==> src/rtl/divider_pkg.sv <==
// divider_pkg
//   Shared types and sizing helpers for the divider family of blocks.
//   - state_e     : control state of the sequential check multiplier
//   - calc_iter   : number of digit iterations needed to consume a quotient
//   - calc_cnt_w  : width of an iteration counter that can hold 0..iter
package divider_pkg;

  typedef enum logic [1:0] {
    IDLE = 2'd0,
    BUSY = 2'd1,
    DONE = 2'd2
  } state_e;

  // ceil(qlen / n): a partial last digit still costs a full iteration.
  function automatic int calc_iter(input int qlen, input int n);
    return (qlen + n - 1) / n;
  endfunction

  function automatic int calc_cnt_w(input int iter);
    return $clog2(iter + 1);
  endfunction

endpackage

==> src/rtl/divider_check_multiplier_digit_mac.sv <==
// digit_mac
//   Combinational digit multiply-accumulate: forms the N x DIVISORLEN partial
//   product of one quotient digit and the divisor, shifts it to the digit's
//   weight and adds it into the running product.
//   Ports:
//     digit   in  N           current quotient digit (unsigned)
//     divisor in  DIVISORLEN  multiplicand (unsigned)
//     shamt   in  SH_W        left shift applied to the partial product
//     acc_in  in  PRODUCTLEN  running accumulator
//     acc_out out PRODUCTLEN  acc_in + (digit*divisor << shamt), carry dropped
module digit_mac #(
  parameter int N          = 4,
  parameter int DIVISORLEN = 8,
  parameter int PRODUCTLEN = 24,
  parameter int SH_W       = 6
) (
  input  logic [N-1:0]          digit,
  input  logic [DIVISORLEN-1:0] divisor,
  input  logic [SH_W-1:0]       shamt,
  input  logic [PRODUCTLEN-1:0] acc_in,
  output logic [PRODUCTLEN-1:0] acc_out
);

  localparam int PP_W = N + DIVISORLEN;

  logic [PP_W-1:0]       pp;
  logic [PRODUCTLEN-1:0] pp_ext;

  always_comb begin
    pp      = PP_W'(digit) * PP_W'(divisor);
    pp_ext  = PRODUCTLEN'(pp);
    // The full result provably fits PRODUCTLEN, so the adder carry is dropped.
    acc_out = acc_in + (pp_ext << shamt);
  end

endmodule

==> src/rtl/divider_check_multiplier.sv <==
// divider_check_multiplier
//   Sequential shift-and-add multiplier rebuilding a dividend as
//   product = quotient * divisor + remainder, N quotient bits per cycle.
//   Ports:
//     clk       in   1            rising-edge clock
//     rst_n     in   1            synchronous active-low reset
//     in_valid  in   1            operands valid
//     in_ready  out  1            block idle and able to accept operands
//     quotient  in   QUOTIENTLEN  unsigned multiplier
//     divisor   in   DIVISORLEN   unsigned multiplicand
//     remainder in   DIVISORLEN   unsigned addend
//     out_valid out  1            product valid
//     out_ready in   1            consumer accepts product
//     product   out  PRODUCTLEN   quotient*divisor+remainder
module divider_check_multiplier
  import divider_pkg::*;
#(
  parameter int QUOTIENTLEN = 16,
  parameter int DIVISORLEN  = 8,
  parameter int N           = 4
) (
  input  logic                                clk,
  input  logic                                rst_n,
  input  logic                                in_valid,
  output logic                                in_ready,
  input  logic [QUOTIENTLEN-1:0]              quotient,
  input  logic [DIVISORLEN-1:0]               divisor,
  input  logic [DIVISORLEN-1:0]               remainder,
  output logic                                out_valid,
  input  logic                                out_ready,
  output logic [QUOTIENTLEN+DIVISORLEN-1:0]   product
);

  localparam int PRODUCTLEN = QUOTIENTLEN + DIVISORLEN;
  localparam int ITER       = calc_iter(QUOTIENTLEN, N);
  localparam int CNT_W      = calc_cnt_w(ITER);
  localparam int SH_W       = $clog2(PRODUCTLEN) + 1;

  state_e                 state_q, state_d;
  logic [QUOTIENTLEN-1:0] quot_q, quot_d;
  logic [DIVISORLEN-1:0]  div_q, div_d;
  logic [PRODUCTLEN-1:0]  acc_q, acc_d;
  logic [CNT_W-1:0]       cnt_q, cnt_d;

  logic [SH_W-1:0]        shamt;
  logic [PRODUCTLEN-1:0]  mac_acc;

  // Digit cnt carries weight 2^(N*cnt).
  assign shamt = SH_W'(N) * SH_W'(cnt_q);

  digit_mac #(
    .N          (N),
    .DIVISORLEN (DIVISORLEN),
    .PRODUCTLEN (PRODUCTLEN),
    .SH_W       (SH_W)
  ) u_digit_mac (
    .digit   (quot_q[N-1:0]),
    .divisor (div_q),
    .shamt   (shamt),
    .acc_in  (acc_q),
    .acc_out (mac_acc)
  );

  always_comb begin
    state_d = state_q;
    quot_d  = quot_q;
    div_d   = div_q;
    acc_d   = acc_q;
    cnt_d   = cnt_q;
    unique case (state_q)
      IDLE: begin
        if (in_valid) begin
          quot_d  = quotient;
          div_d   = divisor;
          // Seeding with the remainder saves a final add cycle.
          acc_d   = PRODUCTLEN'(remainder);
          cnt_d   = '0;
          state_d = BUSY;
        end
      end
      BUSY: begin
        acc_d  = mac_acc;
        // The shift zero-fills, padding a short final digit.
        quot_d = quot_q >> N;
        cnt_d  = cnt_q + CNT_W'(1);
        if (cnt_q == CNT_W'(ITER - 1)) begin
          state_d = DONE;
        end
      end
      DONE: begin
        if (out_ready) begin
          state_d = IDLE;
        end
      end
      default: state_d = IDLE;
    endcase
  end

  always_ff @(posedge clk) begin
    if (!rst_n) begin
      state_q <= IDLE;
      quot_q  <= '0;
      div_q   <= '0;
      acc_q   <= '0;
      cnt_q   <= '0;
    end else begin
      state_q <= state_d;
      quot_q  <= quot_d;
      div_q   <= div_d;
      acc_q   <= acc_d;
      cnt_q   <= cnt_d;
    end
  end

  assign in_ready  = (state_q == IDLE);
  assign out_valid = (state_q == DONE);
  assign product   = acc_q;

endmodule

==> config.mk <==
export PLATFORM = sky130hd
export DESIGN_NAME = divider_check_multiplier
export DESIGN_NICKNAME = d
export VERILOG_FILES = /design/src/rtl/divider_pkg.sv /design/src/rtl/divider_check_multiplier_digit_mac.sv /design/src/rtl/divider_check_multiplier.sv
export SDC_FILE = /design/constraint.sdc
export NUM_CORES = 1
export LEC_CHECK = 0
export ABC_CLOCK_PERIOD_IN_PS = 5900
export CORE_UTILIZATION = 58
export CTS_BUF_LIST = sky130_fd_sc_hd__clkbuf_4 sky130_fd_sc_hd__clkbuf_8
export DETAILED_ROUTE_END_ITERATION = 8
export GPL_TIMING_DRIVEN = 0
export PLACE_DENSITY = 0.94
export SLEW_MARGIN = 5
export SYNTH_ARGS = -nofsm -noshare
export SYNTH_HDL_FRONTEND = slang
export SYNTH_HIERARCHICAL = 1
export SYNTH_SLANG_ARGS = --single-unit
export TNS_END_PERCENT = 10
==> constraint.sdc <==
create_clock -name clk -period 5.9 [get_ports clk]
set_input_delay 0.885 -clock clk [delete_from_list [all_inputs] [get_ports clk]]
set_output_delay 0.885 -clock clk [all_outputs]
set_load 0.02 [all_outputs]
* After elaboration in Yosys (flattened, before gate mapping) *
Cells that the tools add are included.

cells by class
  $lt $le $gt $ge = 0
  bitwise gates (word level) = 0
  reduce and logical (&&, ||, !) cells = 5
  multiplexer cells = 10
  div/mod/pow operators = 0
  add/sub/neg operators = 2
  shifts and indexed selects = 1
  equality and inequality tests = 6
  multiply operators = 1

operators by type and width
  kind                 count
  $pmux 24 s2          1
  $pmux 16 s2          1
  $add 24x24->24       1
  $mux 24              1
  $shl 12x5->24        1
  $mux 16              1
  $mul 4x8->12         1
  $mux 2               3
  $pmux 2 s3           1
  $pmux 3 s2           1
  $ne 2x2->1 const B   2
  $reduce_and 2->1     2
  $add 3x1->3 const B  1
  $eq 3x2->1 const B   1
  $mux 3               1
  $reduce_and 3->1     1
  $eq 2x1->1 const B   1
  $eq 2x2->1 const B   1
  $logic_not 2->1      1
  $ne 2x1->1 const B   1
  $reduce_bool 2->1    1

word-level totals
  bits in latches = 0
  word-level logic and storage cells = 30
  memory bits (writable) = 0
  memory bits (read-only) = 0
  bits in registers = 53
  memories = 0

* Depth between registers and ports, before layout *
Gate-level depths: netlist of the first run.

  word-level depth = 4
  mapped depth = 25
  mapped depth without buffers = 24

* By module *
Netlist of the first run, hierarchy kept.

modules (own cells, without submodules)
  module                    area an instance (µm²)  instances  cells an instance
  digit_mac                 2857.7                  1          395
  divider_check_multiplier  2097.0                  1          206

* Worst setup path after synthesis of the first run *
Ideal clock, no wire load.

  kind = register -> register
  start point = reg quot_q[3]
  end point = reg acc_q[22] (netlist: product[22])
  path buffers = 0
  path slack = 0.502 ns
  setup time = 0.117 ns
  arrival = 5.282 ns
  period minus slack after synthesis = 5.398 ns
  stages on the path, launching flop included = 24
  cell sequence = dfxtp_1 -> and2_1 -> fa_1 -> inv_1 -> fa_1 -> inv_1 -> ha_1 -> a21o_1 -> a311oi_2 -> a2111oi_0 -> nor4_2 -> a21oi_1 -> mux2_2 -> nor2_1 -> a211oi_2 -> ha_1 -> a21o_1 -> a21o_1 -> a21oi_1 -> o21ai_0 -> a221oi_1 -> a21oi_1 -> xor2_1 -> a22o_1

between the ends
  word-level cells in the longest chain between the ends = 4

ends and longest elaborated chain
  element                 RTL line                                  text
  from (decl)             divider_check_multiplier.sv:40            logic [QUOTIENTLEN-1:0] quot_q, quot_d;
  from (signal assigned)  divider_check_multiplier.sv:108           quot_q <= quot_d;
  $mul 4x8->12            divider_check_multiplier_digit_mac.sv:30  pp = PP_W'(digit) * PP_W'(divisor);
  $shl 12x5->24           divider_check_multiplier_digit_mac.sv:33  acc_out = acc_in + (pp_ext << shamt);
  $add 24x24->24          divider_check_multiplier_digit_mac.sv:33
  named net mac_acc[22]   divider_check_multiplier.sv:46            logic [PRODUCTLEN-1:0] mac_acc;
  $pmux 24 s2             divider_check_multiplier.sv:70            unique case (state_q)
  to (signal assigned)    divider_check_multiplier.sv:104           acc_q <= '0;
  to (signal assigned)    divider_check_multiplier.sv:110           acc_q <= acc_d;
  to (decl)               divider_check_multiplier.sv:42            logic [PRODUCTLEN-1:0] acc_q, acc_d;

The timed path passes the listed nets, and every way through them passes these cells.
A chain may end at the register's enable or synchronous reset.

* Worst setup path in the final report of the first run *
  start point = reg div_q[3]
  end point = reg acc_q[23] (netlist: product[23])

between the ends
  word-level cells in the longest chain between the ends = 4

ends and longest elaborated chain
  element                 RTL line                                  text
  from (decl)             divider_check_multiplier.sv:41            logic [DIVISORLEN-1:0] div_q, div_d;
  from (signal assigned)  divider_check_multiplier.sv:109           div_q <= div_d;
  $mul 4x8->12            divider_check_multiplier_digit_mac.sv:30
  $shl 12x5->24           divider_check_multiplier_digit_mac.sv:33
  $add 24x24->24          divider_check_multiplier_digit_mac.sv:33
  named net mac_acc[23]   divider_check_multiplier.sv:46
  $pmux 24 s2             divider_check_multiplier.sv:70

The timed path passes the listed nets, and every way through them passes these cells.

==> impl_metrics.ini, run 1 <==
[outcome]
outcome = finished, final reports clean

[sta]
finalMaxSlewViolations = 0
setup_viol_count_final = 0
fmax_mhz = 173.9
setup_tns_ns = 0
period_minus_slack_ns = 5.750
rsz0062_at_grt = true
clock_skew_ns = 0.008195
hold_viol = 0
tightestPinTransition_ns = 0.8829
fin_ws_ns = 0.1495
slew_headroom_pct = 40.39
post-route-period-util_pct = 97.47

[grt]
antenna_found_initial = 0
grt_max_degree = 18
grt_overflow_total = 0
grt_usage_pct = 32.47
grt_pass1_wl_um = 22980
grt_pass1_vias = 4878

[setup_path]
arrival_ns = 5.97
crit_type = register to register
cp_max_fo = 6
end_kind = register
required_ns = 6.12
crit_path_start_kind = register

[yosys]
synthSimpleGateAreaFrac_pct = 15.96
synth-adder-area-share_pct = 15.61
synth_top_cell_area_share_pct = 21.41
synth_seq_area_share_pct = 21.41
synth_top_family_by_area = compound AO/OA/AOI/OAI gates
yosysWarnings = 6
yosys.area.top_type = dfxtp_1
synth_compound_area_share_pct = 28.79
synth_mux_area_share_pct = 7.172
synthFlopType = dfxtp_1
ys_types = 68
async_reset_ff_share_pct = 0
yosys-top-cells-count = dfxtp_1 (53), nand2_1 (44), ha_1 (41), o21ai_0 (41), a21oi_1 (36)
ys_top_cells_by_area = dfxtp_1 (21%), ha_1 (10%), mux2i_1 (6.3%)
synth-seq-cells = 53
syn-mean-instance-area_um2 = 8.244
synth_area_um2 = 4955
synthCells = 601
yosys.area_share.xor_xnor_pct = 4.949
synth_edf_count = 0
synth_most_common_cell = dfxtp_1

[cts]
clk_pin_slew_worst_paths_ns = 0.11
cts.sinks = 53
cts_root_buf = clkbuf_8
clockBufferDepth = 2
clk_latency_ns = 0.32
cts_made_buffers = 5
htreeDepth = 2
holdBufCountCts = 0
cts_tree = done

[finish]
insertedDiodeCount = 0
fin_nets = 771
drive_gt1_share_pct = 10.41
instances_no_fill = 787
final_util_pct = 72.97
syn_to_final_growth_pct = 21.62
stdcell_area_um2 = 6026

[die]
design.core.area_um2 = 8258
start_util_pct = 60.00
die_h_um = 94.43
die_area_um2 = 8916
die_w_um = 94.43
boundaryPins = 62
rows = 33

[drt]
wirelength_um = 14310
drc = 0
routedWlPerCell_um = 18.19
drtAntennaViolNets = 0
vias = 4979
dr.pass1.iters = 5
drt-vias-per-instance = 6.327
drt_iter0_markers = 438

[run]
drv_cap = 0

[place]
pre_cts_ws_ns = -0.3500
place_congestion = 1.007
dp_hpwl_um = 10630
placement.io_buffers = 60
place_inst = 777
placed_cell_area_um2 = 5728

[worst_hold_path]
min_path_type = register to register

[power_and_ir_drop]
switchingPower_mw = 0.2998
pwr-share-comb_pct = 28.2
seq_power_share_pct = 45.1
p_sw_share_pct = 33.99
ir_drop_mv = 0.1175
clock_power_share_pct = 26.7
power_density_nw_per_um2 = 146.3
p_leak_nw = 2.584
p_int_mw = 0.5820
[per-layer routing]
metal  vias up  GRT usage, %  routed length (um)
met3        53         4.428                 900
met2       239         56.88                7009
met4         0         13.46                 496
met5         -             0                   0
li1       2352             -                   -
met1      2335         39.67                5906
[area by class of cell]
cell class                      count  area, um2
Timing Repair Buffer               62      615.6
Clock buffer                        6      82.58
Tap cell                          105      131.4
Multi-Input combinational cell    490       3812
Sequential cell                    53       1065
Buffer                             35      173.9
Clock inverter                      2      17.52
Fill cell                         608       2232
Inverter                           34      127.6
[registers in the layout (all words and copies together), names as in the netlist]
name / count
quot_q: 16
div_q: 8
state_q: 2
cnt_q: 3
product: 24
[worst max-delay path, cell delays in order (launching register included)]
cell and delay, ns:
dfxtp_1 0.36, and2_1 0.19, fa_1 0.54, inv_1 0.06, fa_1 0.53, inv_1 0.05, ha_2 0.32, a21o_4 0.25
a311oi_4 0.43, a2111oi_4 0.13, nor4_2 0.30, buf_4 0.17, a21oi_2 0.07, mux2_2 0.29, nor2_1 0.13, a211oi_2 0.07
ha_2 0.39, a21o_1 0.13, a21o_1 0.12, a21oi_2 0.06, o21ai_1 0.15, nand2_2 0.13, o31ai_4 0.28, a31oi_2 0.15
xnor2_1 0.15, a22o_1 0.20
[cell usage in the layout, fill, tap and decap left out, types with 21 or more instances in the layout]
cell and count:
dfxtp_1 50, and2_1 29, nor2_1 25, xnor2_1 21
inv_1 33, nand2_1 43, clkdlybuf4s50_1 60, ha_1 38
o21ai_0 35, a21oi_1 29, mux2i_1 29, o211ai_1 24
[power groups by stage]
stage / logic [mW] / registers [mW] / clock network (mW)
after global routing: 0.268 / 0.400 / 0.250
after floorplan: 0.146 / 0.405 / 0
after CTS: 0.230 / 0.397 / 0.234
after global placement: 0.217 / 0.403 / 0
after detailed placement: 0.226 / 0.404 / 0
final: 0.248 / 0.398 / 0.236
[repair_timing]
item                                    4_1_cts  5_1_grt
buffers inserted                              1        1
endpoints found under the hold margin         0        0
endpoints found under the setup margin        9       12
pin swaps                                     2       11
gates resized for setup                       9       36
[cell families (layout without fill, tap and decap cells)]
family          Yosys count  count (layout)
simple gates            156             156
flops                    53              53
compound gates          206             206
buf+inv                  69             139
other cells               1              12
fa+ha+maj                54              54
mux                      34              34
xor+xnor                 28              28
[metrics by stage]
| stage | hold WS, ns | total power, mW |
|---|---|---|
| after floorplan | 0.4321 | 0.5506 |
| after global placement | 0.4521 | 0.6197 |
| after detailed placement | 0.4632 | 0.6302 |
| after CTS | 0.4900 | 0.8604 |
| after global routing | 0.5006 | 0.9179 |
| final | 0.4943 | 0.8818 |
[worst paths after layout]
path | depth (start not counted) | endpoint | slack, ns | from
worst max-delay path | 25 | product[23] | 0.15 | div_q[3]
worst min-delay path | 1 | quot_q[14] | 0.49 | quot_q[14]
worst max register to register | 25 | product[23] | 0.15 | div_q[3]
worst min register to register | 1 | quot_q[14] | 0.49 | quot_q[14]
Note: power is estimated with default switching activity, not from simulation.
==> inputs of run 2 (changes only) <==
--- a/config.mk
+++ b/config.mk
@@ -5,7 +5,6 @@
 export SDC_FILE = /design/constraint.sdc
 export NUM_CORES = 1
 export LEC_CHECK = 0
-export ABC_CLOCK_PERIOD_IN_PS = 5900
 export CORE_UTILIZATION = 58
 export CTS_BUF_LIST = sky130_fd_sc_hd__clkbuf_4 sky130_fd_sc_hd__clkbuf_8
 export DETAILED_ROUTE_END_ITERATION = 8
==> results of run 2 <==
Same layout as run 1: the final DEF is identical, and so are final timing and power.
==> inputs of run 3 (changes only) <==
--- a/config.mk
+++ b/config.mk
@@ -5,6 +5,7 @@
 export SDC_FILE = /design/constraint.sdc
 export NUM_CORES = 1
 export LEC_CHECK = 0
+export CORE_MARGIN = 1.5
 export CORE_UTILIZATION = 58
 export CTS_BUF_LIST = sky130_fd_sc_hd__clkbuf_4 sky130_fd_sc_hd__clkbuf_8
 export DETAILED_ROUTE_END_ITERATION = 8
==> run 3 against run 2 <==
  * Non-clock buffer count rose by 11
  * Cell count rose by 1.4%
  * Critical path depth fell by 1
  * Die area rose by 2.1%
  * Global-route usage fell by 2.4 points
  * Clock-buffer cell count did not move
  * Worst hold slack improved by 0.0040 ns
  * Clock power rose by 15%
  * Utilization rose by 1.7 points
  * Register-to-register slack got worse by 0.08 ns
  * Design area rose by 2.3%
  * Largest power group unchanged
==> impl_metrics.ini, run 3 (synthesis gave the netlist of run 1 again) <==
[grt]
grt_pass1_wl_um = 22060
grt_usage_pct = 30.10
grt_pass1_vias = 4871
grt_overflow_total = 0
antenna_found_initial = 0
grt_max_degree = 18

[setup_path]
cp_common_cell = a21o_1
reg2reg_to = product[22]
reg2regPathDepth = 24
cp_max_fo = 6
rr_startpoint = div_q[3]
critical_path.slowest_cell = fa_1
cp_slowest_stage_delay_ns = 0.54
crit_type = register to register
crit_path_start_kind = register
required_ns = 6.10
rrSetupSlack_ns = 0.07
end_kind = register
arrival_ns = 6.03
crit_chain = and2_1, fa_1, inv_1, fa_1, inv_1, ha_1, a21o_1, a311oi_2, buf_4, and3_1, nor4_4, a21oi_2, mux2_2, nor2_1, a211oi_2, ha_4, a21o_1, a21o_1, a21oi_2, o21ai_4, a221oi_2, a21oi_1, xor2_1, a22o_1

[die]
boundaryPins = 62
die_w_um = 95.43
die_area_um2 = 9106
die_h_um = 95.43
design.core.area_um2 = 8258
rows = 33
start_util_pct = 60.00

[drt]
drtAntennaViolNets = 0
dr.pass1.iters = 5
wirelength_um = 14010
drt_iter0_markers = 404
drt-vias-per-instance = 6.437
drc = 0
routedWlPerCell_um = 17.56
vias = 5137

[finish]
nFillCells = 589
insertedDiodeCount = 0
multi_input_area_um2 = 3842
stdcell_area_um2 = 6166
most-common-layout-cells = clkdlybuf4s50_1 (60), dfxtp_1 (49), nand2_1 (42), ha_1 (37)
largest_reg_flops = 24
drive_gt1_share_pct = 12.70
syn_to_final_growth_pct = 24.44
fin_nets = 782
final_common_cell = clkdlybuf4s50_1
final_util_pct = 74.67
seq_area_um2 = 1069

[sta]
tightestPinTransition_ns = 1.015
holdWs_ns = 0.4983
finalMaxSlewViolations = 0
post-route-period-util_pct = 98.86
fmax_mhz = 171.5
rsz0062_at_grt = true
slew_headroom_pct = 31.45
hold_viol = 0
period_minus_slack_ns = 5.833
fin_ws_ns = 0.06748
clock_skew_ns = 0.009883
setup_viol_count_final = 0

[cts]
cts_made_buffers = 5
clk_latency_ns = 0.31
holdBufCountCts = 0
clockBufferDepth = 2
htreeDepth = 2
cts_tree = done
cts_root_buf = clkbuf_8
clk_pin_slew_worst_paths_ns = 0.10
cts.sinks = 53

[worst_hold_path]
min_to = div_q[4]
min_path_type = register to register
hold_start = div_q[4]
hold_path_depth = 2

[place]
dp_hpwl_um = 10130
placed_cell_area_um2 = 5728
placement.io_buffers = 60
pre_cts_ws_ns = -0.4166
place_congestion = 0.9714

[run]
drv_cap = 0

[power_and_ir_drop]
p_total_mw = 0.9238
power_density_nw_per_um2 = 149.8
ir_drop_mv = 0.1416
p_leak_nw = 2.659

[outcome]
outcome = finished, final reports clean
## run 3: how the worst max path moves through the flow
stage | end | from | slack, ns
after floorplan | product[22] | quot_q[3] | 0.50
after global placement | product[22] | quot_q[3] | -0.17
after detailed placement | product[22] | quot_q[3] | -0.42
after CTS | product[22] | div_q[3] | 0.0003
after global routing | product[17] | quot_q[3] | -0.12
final | product[22] | div_q[3] | 0.07
## run 3: area by class of cell
type / count / area share [%]
multi-input cells: 490 / 62.32
flip-flops and latches: 53 / 17.33
repair buffers: 73 / 11.32
plain buffers: 35 / 2.821
well taps: 105 / 2.131
inverters: 34 / 2.070
clock buffers: 6 / 1.339
clock inverters: 2 / 0.6696
## run 3: timing repair
item                                    4_1_cts  5_1_grt
gates resized for setup                       9       46
gates cloned                                  0        0
buffers inserted                              3       10
endpoints found under the setup margin        8       12
hold endpoints to repair                      0        0
pin swaps                                     3       20
## run 3: through the flow
stage / TNS, ns / cells
2_1_floorplan: 0 / 612
3_3_place_gp: -0.1917 / 777
3_5_place_dp: -1.026 / 777
4_1_cts: 0 / 788
5_1_grt: -0.5429 / 798
6_report: 0 / 798
## run 3: report_power, final
group	internal, mW	total, mW	switching, mW
clock network	0.141	0.271	0.130
logic	0.113	0.255	0.142
registers	0.377	0.397	0.0203
## run 3: worst max-delay path, delay by kind of cell (launching register included)
kind            cells  cell delay [ns]
compound gates     11             2.47
xor+xnor            1             0.16
fa+ha+maj           4             1.70
buf+inv             3             0.29
flops               1             0.36
mux                 1             0.24
simple gates        4             0.53
## run 3: routing by layer
metal	routed length (um)	share of wire, %	GRT usage [%]
met5	0	0	0
met4	291	2.1	8.211
met3	1091	7.8	3.589
met2	6877	49	51.95
met1	5750	41	39.53
